==> src/rtl/stream_arb.sv <==
// stream_arb: N-way round-robin stream arbiter with packet lock.
// Ports: clk, rst_n (async low), clk_en; in_vld/in_rdy/in_dat/in_last
//   per requester (packed, requester i at bits [i*DW +: DW]);
//   out_vld/out_rdy/out_dat/out_last/out_idx registered output stage.
module stream_arb #(
   parameter int DW = 32,
   parameter int N  = 4,
   parameter int IW = 2
) (
   input  logic            clk,
   input  logic            rst_n,
   input  logic            clk_en,
   input  logic [N-1:0]    in_vld,
   output logic [N-1:0]    in_rdy,
   input  logic [N*DW-1:0] in_dat,
   input  logic [N-1:0]    in_last,
   output logic            out_vld,
   input  logic            out_rdy,
   output logic [DW-1:0]   out_dat,
   output logic            out_last,
   output logic [IW-1:0]   out_idx
);

   logic          full_q, full_d;
   logic          lock_q, lock_d;
   logic [IW-1:0] lock_idx_q, lock_idx_d;
   logic [IW-1:0] ptr_q, ptr_d;
   logic [DW-1:0] dat_q, dat_d;
   logic          last_q, last_d;
   logic [IW-1:0] idx_q, idx_d;

   logic          load;
   logic          rr_hit;
   logic [IW-1:0] rr_sel;
   logic [IW-1:0] sel;
   logic          grant_ok;
   logic          take;
   logic          give;
   logic [DW-1:0] sel_dat;
   logic          sel_last;
   logic [IW-1:0] sel_nxt;

   assign out_vld = full_q && clk_en;
   assign load    = clk_en && (!full_q || out_rdy);
   assign give    = out_vld && out_rdy;

   // Round-robin search starting at ptr, wrapping at N.
   always_comb begin
      int j;
      j      = 0;
      rr_hit = 1'b0;
      rr_sel = '0;
      for (int k = 0; k < N; k++) begin
         j = int'(ptr_q) + k;
         if (j >= N) begin
            j = j - N;
         end
         if (!rr_hit && in_vld[j[IW-1:0]]) begin
            rr_hit = 1'b1;
            rr_sel = j[IW-1:0];
         end
      end
   end

   // A held lock owns the grant even while its requester is idle.
   assign sel      = lock_q ? lock_idx_q : rr_sel;
   assign grant_ok = lock_q || rr_hit;

   // rst_n gating keeps in_rdy low for the whole reset interval.
   always_comb begin
      in_rdy = '0;
      if (rst_n && load && grant_ok) begin
         in_rdy[sel] = 1'b1;
      end
   end

   assign take     = |(in_vld & in_rdy);
   assign sel_dat  = in_dat[int'(sel)*DW +: DW];
   assign sel_last = in_last[sel];
   assign sel_nxt  = (sel == IW'(N-1)) ? '0 : sel + IW'(1);

   always_comb begin
      full_d     = full_q;
      lock_d     = lock_q;
      lock_idx_d = lock_idx_q;
      ptr_d      = ptr_q;
      dat_d      = dat_q;
      last_d     = last_q;
      idx_d      = idx_q;
      if (take) begin
         full_d = 1'b1;
         dat_d  = sel_dat;
         last_d = sel_last;
         idx_d  = sel;
         if (sel_last) begin
            lock_d = 1'b0;
            ptr_d  = sel_nxt;
         end else begin
            lock_d     = 1'b1;
            lock_idx_d = sel;
         end
      end else if (give) begin
         full_d = 1'b0;
      end
   end

   always_ff @(posedge clk or negedge rst_n) begin
      if (!rst_n) begin
         full_q     <= 1'b0;
         lock_q     <= 1'b0;
         lock_idx_q <= '0;
         ptr_q      <= '0;
         dat_q      <= '0;
         last_q     <= 1'b0;
         idx_q      <= '0;
      end else begin
         full_q     <= full_d;
         lock_q     <= lock_d;
         lock_idx_q <= lock_idx_d;
         ptr_q      <= ptr_d;
         dat_q      <= dat_d;
         last_q     <= last_d;
         idx_q      <= idx_d;
      end
   end

   assign out_dat  = dat_q;
   assign out_last = last_q;
   assign out_idx  = idx_q;

endmodule
==> config.mk <==
export PLATFORM = sky130hd
export DESIGN_NAME = stream_arb
export DESIGN_NICKNAME = d
export VERILOG_FILES = /design/src/rtl/stream_arb.sv
export SDC_FILE = /design/constraint.sdc
export NUM_CORES = 1
export LEC_CHECK = 0
export BUFFER_PORTS_ARGS = -buffer_cell sky130_fd_sc_hd__buf_2
export CORE_MARGIN = 5
export CORE_UTILIZATION = 39
export CTS_CLUSTER_SIZE = 30
export DETAILED_ROUTE_END_ITERATION = 10
export PLACE_DENSITY = 0.78
export SYNTH_ARGS = -nofsm -noshare
export SYNTH_HDL_FRONTEND = slang
export SYNTH_SLANG_ARGS = --single-unit
==> constraint.sdc <==
create_clock -name clk -period 4.27 [get_ports clk]
set_input_delay 0.427 -clock clk [delete_from_list [all_inputs] [get_ports clk]]
set_output_delay 0.427 -clock clk [all_outputs]
set_load 0.005 [all_outputs]
==> flow_metrics.env <==
export IMPL_start_util_pct=40.40
export IMPL_p_per_area_nw_per_um2=622.1
export IMPL_ys_seq_elements=41
export IMPL_criticalPathCategory="reg -> reg"
export IMPL_rows=30
export IMPL_hold_violations=0
export IMPL_drive_above_1_share_pct=38.51
export IMPL_synth_ff_type="dfrtp_1"
export IMPL_syn_avg_cell_area_sq_um=7.710
export IMPL_ir_drop_mv=0.3250
export IMPL_yosysSeqAreaShare_pct=37.17
export IMPL_grt_pass1_vias=3152
export IMPL_max_cap_violations=0
export IMPL_drc_errors=0
export IMPL_hpwlAfterDp_um=6509
export IMPL_stdcell_area_sq_um=3809
export IMPL_route_vias_total=3142
export IMPL_grt_antenna_before_repair=0
export IMPL_worst_pin_slew_ns=0.7847
export IMPL_area_growth_pct=37.99
export IMPL_hold_class="in -> async"
export IMPL_insertion_delay_ns=0.29
export IMPL_firstDrtPassIters=4
export IMPL_rsz0062_at_grt="false"
export IMPL_cts_resized=0
export IMPL_synth_cells=358
export IMPL_wl_per_cell_um=13.94
export IMPL_synthesis_nets=499
export IMPL_core_area_sq_um=6832
export IMPL_ys_types=33
export IMPL_htree_levels=2
export IMPL_grt_max_degree=68
export IMPL_p_leak_uw=0.002290
export IMPL_nFillCells=675
export IMPL_grtUsageMet2_pct=35.30
export IMPL_yosysTopAreaCell="dfrtp_1"
export IMPL_maxSlewViolCount=0
export IMPL_cts_path_max_buffers=2
export IMPL_tns_ns=0
export IMPL_slew_limit_headroom_pct=47.57
export IMPL_die_area_sq_um=8860
export IMPL_via_per_inst=5.084
export IMPL_skew_ns=0.006341
export IMPL_hold_buffers=0
export IMPL_cts_tree="done"
export IMPL_setup_worst_path_start="ptr_q[0]$_DFFE_PN0P_"
export IMPL_grt_ovfl_total=0
export IMPL_fin_nets=662
export IMPL_async_flop_share_pct=100.0
export IMPL_post_cts_setup_buffer_count=0
export IMPL_fmax_mhz=324.3
export IMPL_gp_congestion=0.8827
export IMPL_drtAntennaViolNets=0
export IMPL_fin_crit_sh_pct=72.21
export IMPL_die_x_um=94.13
export IMPL_cts_made_buffers=5
export IMPL_synth_common_cells="nand2_1 (141), dfrtp_1 (41), a21o_1 (33), and3_1 (33), a311oi_1 (32)"
export IMPL_critPathRequiredTime_ns=4.44
export IMPL_use_met1_pct=21.96
export IMPL_routed_wl_um=8618
export IMPL_ys_top_cells_by_area="dfrtp_1 (37%), nand2_1 (19%), a311oi_1 (10%), a21o_1 (9.0%), and3_1 (7.5%)"
export IMPL_path_max_fanout=35
export IMPL_synth_edff_count=0
export IMPL_path_clk_slew_ns=0.08
export IMPL_synth_most_common_cell="nand2_1"
export IMPL_placed_area_sq_um=3707
export IMPL_start_kind="flip-flop"
export IMPL_chipHeight_um=94.13
export IMPL_busiest_layer="met2"
export IMPL_io_pins=180
export IMPL_clock_sinks=41
export IMPL_cts_root_buf="clkbuf_8"
export IMPL_period_minus_slack_ns=3.083
export IMPL_yosysTopAreaCellShare_pct=37.17
export IMPL_final_setup_viol_count=0
export IMPL_cp_arrival_ns=3.26
export IMPL_crit_path_end_kind="flip-flop"
export IMPL_run_status="complete, no violations"
export IMPL_syn_area_sq_um=2760
export IMPL_grt_pass1_wl_um=13900
export IMPL_antennaDiodeCount=0
export IMPL_grt_use_met3_pct=3.846
export IMPL_track_usage_pct=19.21
export IMPL_ys_warn_count=0
export IMPL_first_iter_violations=140
export IMPL_r2r_start="ptr_q[0]$_DFFE_PN0P_"
export IMPL_port_buffers=179
==> final timing paths <==
path                                               end  slack [ns]  cells after the start
worst max register to register    ptr_q[1]$_DFFE_PN0P_        1.19                      8
max in group asynchronous       out_dat[5]$_DFFE_PN0P_        3.72                      2
worst max-delay path              ptr_q[1]$_DFFE_PN0P_        1.19                      8
min in group clk                    full_q$_DFFE_PN0P_        0.41                      4
worst min register to register  out_dat[4]$_DFFE_PN0P_        0.47                      1
worst min-delay path                full_q$_DFFE_PN0P_        0.19                      2
==> report_power, final <==
group          switching (uW)  leakage (uW)  internal, uW  total (uW)
clock                     127     0.0000542           146         273
sequential                111      0.000512           571         681
combinational             821       0.00172           594        1410
total                    1060       0.00229          1310        2370
==> stage by stage <==
stage	power [uW]	instances	worst slack, ns	utilization, %	hold slack, ns
2_1_floorplan	1660	358	1.575	-	0.1314
3_3_place_gp	2075	610	1.051	54.27	0.4551
3_5_place_dp	2118	610	0.9569	54.27	0.4604
4_1_cts	2400	618	1.154	55.75	0.2098
5_1_grt	2593	618	0.8545	55.75	0.2425
6_report	2369	618	1.187	55.75	0.1870
==> area by class of cell <==
class / count / area [sq um] / area share (%)
clock buffer: 7 / 96.34 / 2.530
clock inverter: 1 / 5.005 / 0.1314
inverter: 7 / 26.28 / 0.6899
multi-input combinational: 280 / 1574 / 41.33
sequential: 41 / 1026 / 26.94
tap: 96 / 120.1 / 3.154
timing repair buffer: 186 / 960.9 / 25.23
==> registers in the layout (all words and copies together) (netlist names) <==
signal      cells
ptr_q           2
out_idx         2
out_dat        32
lock_idx_q      2
full_q          1
out_last        1
lock_q          1
==> metal layers <==
metal / routed length (um) / part of all wire, %
met5: 0 / 0
met4: 126 / 1.5
met3: 716 / 8.3
met2: 4349 / 50
met1: 3426 / 40
==> cells in the final DEF, fill, tap and decap left out <==
master     instances
ha_1               1
a211o_1            1
inv_2              2
nand2b_1           4
nor3_1             2
nor2b_1            3
a2111oi_0          1
a2111o_1           1
mux2_2             2
nand2_1          141
o21ai_0            2
a21boi_1           1
and3_1            32
a21oi_1            2
and2_1             2
a311oi_1          32
o2bb2ai_1          1
o211ai_1           2
inv_1              5
clkinv_2           1
buf_2            179
a21oi_4            1
a211oi_1           1
o211ai_2           1
a21o_1            33
and3_2             1
clkbuf_8           7
mux2_1             2
dfrtp_1           41
nor2_1             6
o311a_1            1
mux2i_1            3
buf_4              6
buf_12             1
or2_1              1
==> critical path, cell delays in order, from the launching register on <==
cell	delay, ns
dfrtp_1	0.41
nor2b_1	0.09
a2111oi_0	0.47
or2_1	0.21
buf_4	0.36
o211ai_2	0.16
a21oi_4	0.66
nand2b_1	0.27
mux2_1	0.33
==> kinds of logic after synthesis <==
| family | count (synthesis) | share of synthesized area (%) |
|---|---|---|
| compound gates | 80 | 23.71 |
| fa+ha+maj | 1 | 0.4532 |
| buf+inv | 37 | 5.848 |
| flops | 41 | 37.17 |
| mux | 7 | 2.720 |
| simple gates | 192 | 30.10 |
Note: power is estimated with default switching activity, not from simulation.
